File: config.mk
export PLATFORM = sky130hd
export DESIGN_NAME = jk_bank_sequencer
export DESIGN_NICKNAME = d
export VERILOG_FILES = /design/src/rtl/jk_bank_sequencer.sv
export SDC_FILE = /design/constraint.sdc
export NUM_CORES = 1
export LEC_CHECK = 0
export CAP_MARGIN = 25
export CORE_MARGIN = 4
export CORE_UTILIZATION = 34
export DETAILED_ROUTE_END_ITERATION = 16
export PLACE_DENSITY = 0.69
export SETUP_SLACK_MARGIN = 0.05
export SLEW_MARGIN = 10
export SYNTH_ARGS = -nofsm -noshare
export SYNTH_HDL_FRONTEND = slang
export SYNTH_SLANG_ARGS = --single-unit
File: constraint.sdc
create_clock -name clk_i -period 2.15 [get_ports clk_i]
set_input_delay 0.215 -clock clk_i [delete_from_list [all_inputs] [get_ports clk_i]]
set_output_delay 0.215 -clock clk_i [all_outputs]
set_load 0.1 [all_outputs]
File: src/rtl/jk_bank_sequencer.sv
// Command sequencer driving a bank of WIDTH JK flip-flops (load/set/reset/toggle/count/clear).
// Optional expected-value self-check is enabled by defining JK_BANK_SEQUENCER_SELFCHECK_EN.
module jk_bank_sequencer #(
    parameter int WIDTH = 4
) (
    input  logic             clk_i,
    input  logic             rst_i,
    input  logic             cmd_valid_i,
    output logic             cmd_ready_o,
    input  logic [2:0]       cmd_op_i,
    input  logic [WIDTH-1:0] cmd_data_i,
    input  logic [WIDTH-1:0] q_i,
    output logic [WIDTH-1:0] j_o,
    output logic [WIDTH-1:0] k_o,
    output logic             clear_n_o,
    output logic             busy_o,
    output logic             done_o,
    output logic             mismatch_o
);

    localparam logic [2:0] OP_NOP    = 3'b000;
    localparam logic [2:0] OP_LOAD   = 3'b001;
    localparam logic [2:0] OP_SET    = 3'b010;
    localparam logic [2:0] OP_RESET  = 3'b011;
    localparam logic [2:0] OP_TOGGLE = 3'b100;
    localparam logic [2:0] OP_CNT_UP = 3'b101;
    localparam logic [2:0] OP_CNT_DN = 3'b110;
    localparam logic [2:0] OP_CLEAR  = 3'b111;

    typedef enum logic [1:0] {
        IDLE  = 2'd0,
        APPLY = 2'd1,
        COUNT = 2'd2,
        DONE  = 2'd3
    } state_t;

    state_t           state_q;
    logic             ready_q;
    logic             done_q;
    logic [2:0]       op_q;
    logic [WIDTH-1:0] data_q;
    logic [WIDTH-1:0] cnt_q;
    logic             accept;
    logic [WIDTH-1:0] t_up;
    logic [WIDTH-1:0] t_dn;
    logic [WIDTH-1:0] j_drive;
    logic [WIDTH-1:0] k_drive;

    assign accept = (state_q == IDLE) && cmd_valid_i && ready_q;

    // Counter toggle masks: bit i flips when all lower bits are 1 (up) or 0 (down).
    genvar gi;
    generate
        for (gi = 0; gi < WIDTH; gi++) begin : g_toggle
            if (gi == 0) begin : g_lsb
                assign t_up[gi] = 1'b1;
                assign t_dn[gi] = 1'b1;
            end else begin : g_upper
                assign t_up[gi] = &q_i[gi-1:0];
                assign t_dn[gi] = &(~q_i[gi-1:0]);
            end
        end
    endgenerate

    always_ff @(posedge clk_i or posedge rst_i) begin
        if (rst_i) begin
            state_q <= IDLE;
            ready_q <= 1'b0;
            done_q  <= 1'b0;
            op_q    <= OP_NOP;
            data_q  <= '0;
            cnt_q   <= '0;
        end else begin
            case (state_q)
                IDLE: begin
                    done_q  <= 1'b0;
                    ready_q <= 1'b1;
                    if (accept) begin
                        op_q    <= cmd_op_i;
                        data_q  <= cmd_data_i;
                        ready_q <= 1'b0;
                        if (cmd_op_i == OP_CNT_UP || cmd_op_i == OP_CNT_DN) begin
                            if (cmd_data_i == '0) begin
                                state_q <= DONE;
                                done_q  <= 1'b1;
                            end else begin
                                state_q <= COUNT;
                                cnt_q   <= cmd_data_i;
                            end
                        end else begin
                            state_q <= APPLY;
                        end
                    end
                end
                APPLY: begin
                    state_q <= DONE;
                    done_q  <= 1'b1;
                end
                COUNT: begin
                    cnt_q <= cnt_q - WIDTH'(1);
                    if (cnt_q == WIDTH'(1)) begin
                        state_q <= DONE;
                        done_q  <= 1'b1;
                    end
                end
                DONE: begin
                    state_q <= IDLE;
                    done_q  <= 1'b0;
                    ready_q <= 1'b1;
                end
                default: begin
                    state_q <= IDLE;
                    done_q  <= 1'b0;
                end
            endcase
        end
    end

    always_comb begin
        j_drive = '0;
        k_drive = '0;
        case (state_q)
            APPLY: begin
                case (op_q)
                    OP_LOAD: begin
                        j_drive = data_q;
                        k_drive = ~data_q;
                    end
                    OP_SET:    j_drive = data_q;
                    OP_RESET:  k_drive = data_q;
                    OP_TOGGLE: begin
                        j_drive = data_q;
                        k_drive = data_q;
                    end
                    default: begin
                        j_drive = '0;
                        k_drive = '0;
                    end
                endcase
            end
            COUNT: begin
                j_drive = (op_q == OP_CNT_UP) ? t_up : t_dn;
                k_drive = (op_q == OP_CNT_UP) ? t_up : t_dn;
            end
            default: begin
                j_drive = '0;
                k_drive = '0;
            end
        endcase
    end

    assign j_o         = j_drive;
    assign k_o         = k_drive;
    assign clear_n_o   = ~rst_i && !(state_q == APPLY && op_q == OP_CLEAR);
    assign cmd_ready_o = ready_q;
    assign busy_o      = (state_q != IDLE);
    assign done_o      = done_q;

`ifdef JK_BANK_SEQUENCER_SELFCHECK_EN
    logic [WIDTH-1:0] e_q;
    logic [WIDTH-1:0] e_d;
    logic             mismatch_q;

    // Expected value is advanced at acceptance; the bank must match it by DONE.
    always_comb begin
        e_d = e_q;
        case (cmd_op_i)
            OP_LOAD:   e_d = cmd_data_i;
            OP_SET:    e_d = e_q | cmd_data_i;
            OP_RESET:  e_d = e_q & ~cmd_data_i;
            OP_TOGGLE: e_d = e_q ^ cmd_data_i;
            OP_CNT_UP: e_d = e_q + cmd_data_i;
            OP_CNT_DN: e_d = e_q - cmd_data_i;
            OP_CLEAR:  e_d = '0;
            default:   e_d = e_q;
        endcase
    end

    always_ff @(posedge clk_i or posedge rst_i) begin
        if (rst_i) begin
            e_q        <= '0;
            mismatch_q <= 1'b0;
        end else begin
            if (accept) begin
                e_q <= e_d;
            end
            if (state_q == DONE && q_i != e_q) begin
                mismatch_q <= 1'b1;
            end
        end
    end

    assign mismatch_o = mismatch_q;
`else
    assign mismatch_o = 1'b0;
`endif

endmodule

==> out/results.txt, run 1 <==
Clock Latency Late Sink: 0.29 ns
Net count, final: 186
Worst Hold Class: input pin to async pin
Slew @ Worst Pin: 0.586 ns
core region area: 0.00305 sq mm
R2R Path End: cnt_q[3]$_DFFE_PP0P_
Initial DRC Count: 24
Slew HR: 60.9%
flops & latches, synth: 15
Clock Sinks: 15
Setup Skew: 0.00905 ns
crit path from: state_q[0]$_DFFE_PP0P_
Crit Path Max Fanout: 7
cell taking the most area after synthesis: dfrtp_1
CP arrival: 1.81 ns
Yosys warning count: 0
Post-synth top cells: nand2_1, o21ai_0, dfrtp_1
fin crit period: 2.02 ns
ys flop type: dfrtp_1
top-area cell type share of the netlist area: 34.4%
fin util: 54.0%
EDFF count, synth: 0
die width: 64.6 um
clk buf depth: 2
routability congestion estimate from global placement: 0.837
drt pass-1 iters: 4
initial core utilization: 35.7%
Mapped Area: 0.00109 sq mm
cts bufs inserted: 3
routed vias/inst: 4.84
Total Routing Usage GR: 13.2%
CTS tree: built
first-pass GRT wire length: 4460 um
CP Capture Type: output pin
Worst R2R Setup Slack: 0.45 ns
initial antenna violation count: 0
final wirelength: 2610 um
Root Buffer: clkbuf_4
Antenna diodes: 0
maximum clock rate: 495 MHz
post-detail-place hpwl: 2030 um
Die Y: 64.6 um
asr flop ratio synth: 100%
Congestion Overflow GR: 0
die footprint: 0.00418 sq mm
count leader, synth: nand2_1
# rows: 20
Reg2Reg Depth: 6
largest net degree at the start of global routing: 16
via count: 1011
IO Pins: 27
Slew Viols, Final: 0
port bufs: 24
syn nets: 152
Final Setup Violations: 0
Post-Syn Instances: 132
Synth cell types: 36
worst r2r src: state_q[0]$_DFFE_PP0P_
drt wl/cell: 12.5 um
Worst EP required: 1.93 ns
crit path kind: flip-flop to output pin
register area share after synthesis: 34.4%
RSZ-0062 raised after global routing: false
Residual DRC: 0
synthesized area per cell: 8.26 sq um
Max-Cap Viols: 0
crit path launch type: flip-flop
period utilisation layout: 94.0%
share of cells above drive strength 1: 24.8%
P&R area growth vs syn: 51.3%
vias in the first global route: 1034
Reg clk slew, reported paths: 0.10 ns
hold buffers post-CTS: 0
Fin. Hold Viols: 0
CTS H-tree depth: 1
Synth area leaders: dfrtp_1, o21ai_0, ha_1
status: completed
Final ANT Viol Nets: 0
Critical Path Sink: j_o[1]
layout make-up:
| cell class | instances | area, sq um |
|---|---|---|
| inverter | 14 | 52.6 |
| sequential | 15 | 375 |
| clock buffer | 4 | 26.3 |
| timing repair buffer | 34 | 410 |
| fill | 284 | 1400 |
| tap | 44 | 55.1 |
| multi-input combinational | 98 | 729 |
cells by family after synthesis:
logic type                 count (synthesis)  share of synthesized area [%]
and+or+nand+nor                           43                           20.4
AOI/OAI and AO/OA                         39                           22.7
buffers and inverters                     19                           7.58
DFF                                       15                           34.4
adders and majority gates                  6                           6.89
xor gates and xnor gates                   6                           4.82
muxes                                      3                           2.76
other                                      1                          0.344
per-layer routing:
layer	share of wire [%]	global-route usage (%)	routed length [um]	vias up
li1	-	-	-	522
met3	4.3	2.60	112	4
met1	44	15.9	1140	463
met2	51	24.4	1330	22
met4	0.88	2.37	23	0
met5	0	0	0	-
registers in the layout, indices dropped and copies added, names as in the netlist:
| register | cells |
|---|---|
| done_o | 1 |
| op_q | 3 |
| cnt_q | 4 |
| data_q | 4 |
| cmd_ready_o | 1 |
| state_q | 2 |
cell usage in the layout (no fill, tap or decap), types with 3 or more instances in the layout:
cell type and count:
o21ai_4 4, nand2_1 19, a21oi_1 9, dfrtp_1 15, nor2_1 7, buf_12 10
mux2i_1 3, inv_1 14, a22oi_1 3, o21ai_0 7, xnor2_1 6, ha_1 5
o21ai_2 5, buf_4 12, clkdlybuf4s50_1 12, clkbuf_4 3
worst min path at each step:
stage / from / end / slack (ns) / cells after the start
global placement: cnt_q[3]$_DFFE_PP0P_ / cnt_q[3]$_DFFE_PP0P_ / 0.54 / 2
finish: rst_i / op_q[0]$_DFFE_PP0P_ / 0.36 / 2
global route: rst_i / op_q[0]$_DFFE_PP0P_ / 0.42 / 2
floorplan: rst_i / cmd_ready_o$_DFFE_PP0P_ / 0.12 / 1
CTS: rst_i / op_q[0]$_DFFE_PP0P_ / 0.39 / 2
detailed placement: done_o$_DFFE_PP0P_ / done_o$_DFFE_PP0P_ / 0.55 / 2
stage by stage:
| step | setup WS [ns] | cells | TNS, ns | hold WS [ns] | area [sq um] |
|---|---|---|---|---|---|
| after global placement | 0.274 | 202 | 0 | 0.537 | 1570 |
| after floorplan | -0.0934 | 132 | -0.457 | 0.116 | 1160 |
| after CTS | 0.0887 | 207 | 0 | 0.387 | 1630 |
| after detailed placement | 0.247 | 202 | 0 | 0.553 | 1570 |
| final | 0.129 | 209 | 0 | 0.361 | 1650 |
| after global routing | 0.0611 | 209 | 0 | 0.419 | 1650 |
critical path, stage by stage, from the launching register on:
cell and delay [ns]:
dfrtp_1 0.38, inv_1 0.11, ha_4 0.33, nand2_1 0.08, o21bai_4 0.23, o21ai_4 0.19, buf_12 0.19
what timing repair did:
| item | CTS | global route |
|---|---|---|
| pin swaps | 0 | 1 |
| endpoints found under the setup margin | 6 | 5 |
| setup buffers | 1 | 2 |
| gates resized for setup | 4 | 3 |
| gates cloned | 0 | 0 |
Power of run 1 is left out: the tool's default activity adds up to more than one toggle a clock period on the data nets, which glitch-free logic cannot reach.
==> run 2, diff against run 1 <==
--- a/config.mk
+++ b/config.mk
@@ -9,9 +9,9 @@
 export CORE_MARGIN = 4
 export CORE_UTILIZATION = 34
 export DETAILED_ROUTE_END_ITERATION = 16
+export GPL_TIMING_DRIVEN = 0
 export PLACE_DENSITY = 0.69
 export SETUP_SLACK_MARGIN = 0.05
-export SLEW_MARGIN = 10
 export SYNTH_ARGS = -nofsm -noshare
 export SYNTH_HDL_FRONTEND = slang
 export SYNTH_SLANG_ARGS = --single-unit
==> out/results.txt, run 2 (synthesized netlist as in run 1, its figures left out) <==
status: completed
vias in the first global route: 1008 (-2.5%)
delay-heaviest family, CP: buffers and inverters
final wirelength: 2500 um (-4.0%)
cts bufs inserted: 3 (unchanged)
port bufs: 24 (unchanged)
initial core utilization: 35.7% (unchanged)
worst path bufs/invs: 2 (unchanged)
crit path kind: flip-flop to output pin
most frequent cells in the layout: nand2_1, dfrtp_1, clkdlybuf4s50_1
CTS tree: built
share of cells above drive strength 1: 25.5% (+0.62 points)
core region area: 0.00305 sq mm (unchanged)
Residual DRC: 0 (unchanged)
Slew Viols, Final: 0 (unchanged)
Clock Sinks: 15 (unchanged)
R2R Path End: state_q[0]$_DFFE_PP0P_
Reg clk slew, reported paths: 0.10 ns (about the same)
Fill cells: 296 (+4.2%)
period utilisation layout: 94.6% (+0.55 points)
CP Capture Type: output pin
RSZ-0062 raised after global routing: false
Die Y: 64.6 um (unchanged)
crit path cell chain: inv_2 -> ha_1 -> a41oi_2 -> clkdlybuf4s15_2
Setup Skew: 0.00729 ns (-0.00176 ns)
Fin. Hold Viols: 0 (unchanged)
Slew @ Worst Pin: 0.973 ns (+0.388 ns)
first-pass GRT wire length: 4440 um (-0.63%)
Worst R2R Setup Slack: 0.37 ns (-0.08 ns)
Max-Cap Viols: 0 (unchanged)
IO Pins: 27 (unchanged)
die footprint: 0.00418 sq mm (unchanged)
Clock Latency Late Sink: 0.29 ns (about the same)
drt wl/cell: 12.2 um (-2.1%)
Critical Path Sink: clear_n_o
Max stage delay on crit path: 0.58 ns (+0.20 ns)
final setup TNS: 0 ns (unchanged)
Congestion Overflow GR: 0 (unchanged)
largest net degree at the start of global routing: 16 (unchanged)
routed vias/inst: 5.02 (+3.8%)
initial antenna violation count: 0 (unchanged)
P&R area growth vs syn: 48.1%
Initial DRC Count: 24 (unchanged)
Placement Setup Slack: -1.05 ns (-1.30 ns)
Crit Path Max Fanout: 4 (-3)
Worst Hold Class: input pin to async pin
Slew HR: 34.9% (-26 points)
fin crit period: 2.03 ns (+0.0118 ns)
Net count, final: 182 (-2.2%)
drt pass-1 iters: 4 (unchanged)
Final ANT Viol Nets: 0 (unchanged)
Final Setup Violations: 0 (unchanged)
worst r2r src: cnt_q[1]$_DFFE_PP0P_
routability congestion estimate from global placement: 0.823 (-1.7%)
CTS H-tree depth: 1 (unchanged)
post-detail-place hpwl: 1990 um (-1.7%)
biggest regs: cnt_q (4), data_q (4), op_q (3)
final setup margin: 0.117 ns (-0.0118 ns)
Root Buffer: clkbuf_4
crit path from: state_q[1]$_DFFE_PP0P_
Worst EP required: 1.93 ns (about the same)
hold buffers post-CTS: 0 (unchanged)
most common cell after layout, fill and taps aside: nand2_1
# rows: 20 (unchanged)
via count: 1029 (+1.8%)
slowest CP cell: clkdlybuf4s15_2
Antenna diodes: 0 (unchanged)
die width: 64.6 um (unchanged)
Worst path depth: 4 (-2)
Reg2Reg Depth: 6 (unchanged)
Total Routing Usage GR: 13.2% (-0.036 points)
maximum clock rate: 492 MHz (-0.58%)
crit path launch type: flip-flop
clk buf depth: 2 (unchanged)
CP arrival: 1.82 ns (about the same)
## run 2: what timing repair did
action,4_1_cts,5_1_grt
setup buffers,0,2
setup endpoints to repair,11,9
gates cloned,0,0
gates resized for setup,84,9
pin swaps,0,3
## run 2: routing by layer
| layer | global-route usage, % | vias up | routed length, um |
|---|---|---|---|
| li1 | - | 514 | - |
| met5 | 0 | - | 0 |
| met1 | 15.7 | 483 | 1050 |
| met3 | 2.08 | 3 | 120 |
| met2 | 24.1 | 29 | 1300 |
| met4 | 3.96 | 0 | 30 |
## run 2: stage by stage
step / util [%] / hold slack (ns) / instance area (sq um) / std cells
6_report: 52.9 / 0.317 / 1610 / 205
5_1_grt: 52.9 / 0.369 / 1610 / 205
4_1_cts: 51.4 / 0.350 / 1570 / 203
3_5_place_dp: 47.7 / 0.549 / 1460 / 200
3_3_place_gp: 47.7 / 0.538 / 1460 / 200
2_1_floorplan: - / 0.116 / 1160 / 132
## run 2: layout make-up
cell class	count	area [sq um]	share of cell area, %
buffer	4	33.8	2.09
tap	44	55.1	3.41
sequential	15	375	23.3
timing repair buffer	26	310	19.2
multi-input combinational	98	761	47.1
clock buffer	4	26.3	1.63
inverter	14	52.6	3.26
## run 2: how the worst min path moves through the flow
stage                               from                      end  slack (ns)
finish                             rst_i    data_q[3]$_DFFE_PP0P_        0.32
global route                       rst_i    data_q[3]$_DFFE_PP0P_        0.37
CTS                                rst_i  cmd_ready_o$_DFFE_PP0P_        0.35
detailed placement  cnt_q[3]$_DFFE_PP0P_     cnt_q[3]$_DFFE_PP0P_        0.55
global placement    cnt_q[3]$_DFFE_PP0P_     cnt_q[3]$_DFFE_PP0P_        0.54
floorplan                          rst_i  cmd_ready_o$_DFFE_PP0P_        0.12
Power of run 2 is left out for the same reason.
==> run 3, diff against run 2 <==
--- a/config.mk
+++ b/config.mk
@@ -5,12 +5,15 @@
 export SDC_FILE = /design/constraint.sdc
 export NUM_CORES = 1
 export LEC_CHECK = 0
+export ABC_CLOCK_PERIOD_IN_PS = 2150
 export CAP_MARGIN = 25
 export CORE_MARGIN = 4
 export CORE_UTILIZATION = 34
+export CTS_CLUSTER_SIZE = 8
 export DETAILED_ROUTE_END_ITERATION = 16
 export GPL_TIMING_DRIVEN = 0
 export PLACE_DENSITY = 0.69
+export REMOVE_ABC_BUFFERS = 1
 export SETUP_SLACK_MARGIN = 0.05
 export SYNTH_ARGS = -nofsm -noshare
 export SYNTH_HDL_FRONTEND = slang
==> out/results.txt, run 3 (synthesized netlist as in run 1, its figures left out) <==
period utilisation layout: 96.5% (+1.9 points)
crit path kind: flip-flop to output pin
Slew @ Worst Pin: 0.965 ns (-0.00777 ns)
P&R area growth vs syn: 40.0%
share of cells above drive strength 1: 20.5% (-5.0 points)
Net count, final: 182 (unchanged)
routed vias/inst: 5.15 (+2.6%)
Slew HR: 35.4% (+0.52 points)
post-detail-place hpwl: 2040 um (+2.6%)
final wirelength: 2790 um (+11%)
crit path launch type: flip-flop
first-pass GRT wire length: 4550 um (+2.7%)
fin crit period: 2.07 ns (+0.0416 ns)
Die Y: 64.6 um (unchanged)
maximum clock rate: 482 MHz (-2.0%)
Placed Cells: 195 (-2.5%)
biggest regs: cnt_q (4), data_q (4), op_q (3)
Final ANT Viol Nets: 0 (unchanged)
Slew Viols, Final: 0 (unchanged)
status: completed
Residual DRC: 0 (unchanged)
CTS tree: built
die width: 64.6 um (unchanged)
crit path from: state_q[0]$_DFFE_PP0P_
post-route non-filler standard cell count: 205 (unchanged)
Initial DRC Count: 49 (+100%)
routability congestion estimate from global placement: 0.832 (+1.1%)
drt pass-1 iters: 4 (unchanged)
CTS H-tree depth: 1 (unchanged)
CP arrival: 1.86 ns (+0.04 ns)
drt wl/cell: 13.6 um (+11%)
final setup TNS: 0 ns (unchanged)
core region area: 0.00305 sq mm (unchanged)
Clock Sinks: 15 (unchanged)
Worst Hold Class: input pin to async pin
IO Pins: 27 (unchanged)
Total Routing Usage GR: 14.0% (+0.81 points)
Clock Latency Late Sink: 0.29 ns (about the same)
clk buf depth: 2 (unchanged)
Final Setup Violations: 0 (unchanged)
Reg clk slew, reported paths: 0.09 ns (about the same)
Max-Cap Viols: 0 (unchanged)
Root Buffer: clkbuf_4
initial antenna violation count: 0 (unchanged)
worst r2r src: cnt_q[1]$_DFFE_PP0P_
port bufs: 24 (unchanged)
largest net degree at the start of global routing: 16 (unchanged)
CP Capture Type: output pin
RSZ-0062 raised after global routing: true
Antenna diodes: 0 (unchanged)
initial core utilization: 35.7% (unchanged)
via count: 1056 (+2.6%)
Fin. Hold Viols: 0 (unchanged)
most frequent cells in the layout: nand2_1, dfrtp_1, inv_1, clkdlybuf4s50_1, o21ai_0
Crit Path Max Fanout: 2 (-2)
# rows: 20 (unchanged)
Worst EP required: 1.93 ns (about the same)
Congestion Overflow GR: 0 (unchanged)
cts bufs inserted: 3 (unchanged)
Setup Skew: 0.00309 ns (-0.00420 ns)
die footprint: 0.00418 sq mm (unchanged)
most common cell after layout, fill and taps aside: nand2_1
vias in the first global route: 1050 (+4.2%)
run 3: cell counts in the layout (fill, tap and decap cells not counted):
No cell type changed its count.
run 3: what timing repair did:
| action | 4_1_cts | 5_1_grt |
|---|---|---|
| hold buffers | 0 | 0 |
| endpoints found under the hold margin | 0 | 0 |
| resized for setup | 77 | 20 |
| pin swaps | 3 | 3 |
| endpoints found under the setup margin | 11 | 7 |
| buffers inserted | 4 | 2 |
| gates cloned | 0 | 0 |
run 3: through the flow:
step / util [%] / instance area (sq um) / setup WS [ns] / hold WS (ns)
finish: 50.0 / 1530 / 0.0751 / 0.311
global route: 50.0 / 1530 / 0.0363 / 0.374
CTS: 47.1 / 1440 / 0.0646 / 0.326
detailed placement: 44.4 / 1360 / -0.738 / 0.559
global placement: 44.4 / 1360 / -0.659 / 0.537
floorplan: - / 1060 / -1.30 / 0.116
run 3: path summary, 6_finish.rpt:
kind | cells past startpoint | end | slack, ns
setup / recovery | 4 | clear_n_o | 0.08
hold / removal | 2 | op_q[2]$_DFFE_PP0P_ | 0.31
setup reg to reg | 6 | state_q[0]$_DFFE_PP0P_ | 0.40
hold reg to reg | 2 | cnt_q[3]$_DFFE_PP0P_ | 0.58
max in group asynchronous | 2 | op_q[1]$_DFFE_PP0P_ | 1.43
min in group clk_i | 3 | op_q[1]$_DFFE_PP0P_ | 0.50
run 3: final cells by class:
type	count	area, sq um
fillers	302	1530
inverters	14	52.6
multi-input cells	98	697
repair buffers	30	318
clock buffers	4	26.3
flip-flops and latches	15	377
well taps	44	55.1
run 3: routing by layer:
layer  GRT usage [%]  vias up  part of all wire (%)
li1                -      515                     -
met1            15.1      501                    40
met2            25.4       33                    52
met3            2.25        7                   4.9
met4            8.44        0                   2.8
met5               0        -                     0
run 3: critical path: stages, from the launching register on:
cell	delay, ns
dfrtp_1	0.40
buf_4	0.15
ha_1	0.22
a41oi_1	0.21
clkdlybuf4s15_2	0.58
Power of run 3 is left out for the same reason.
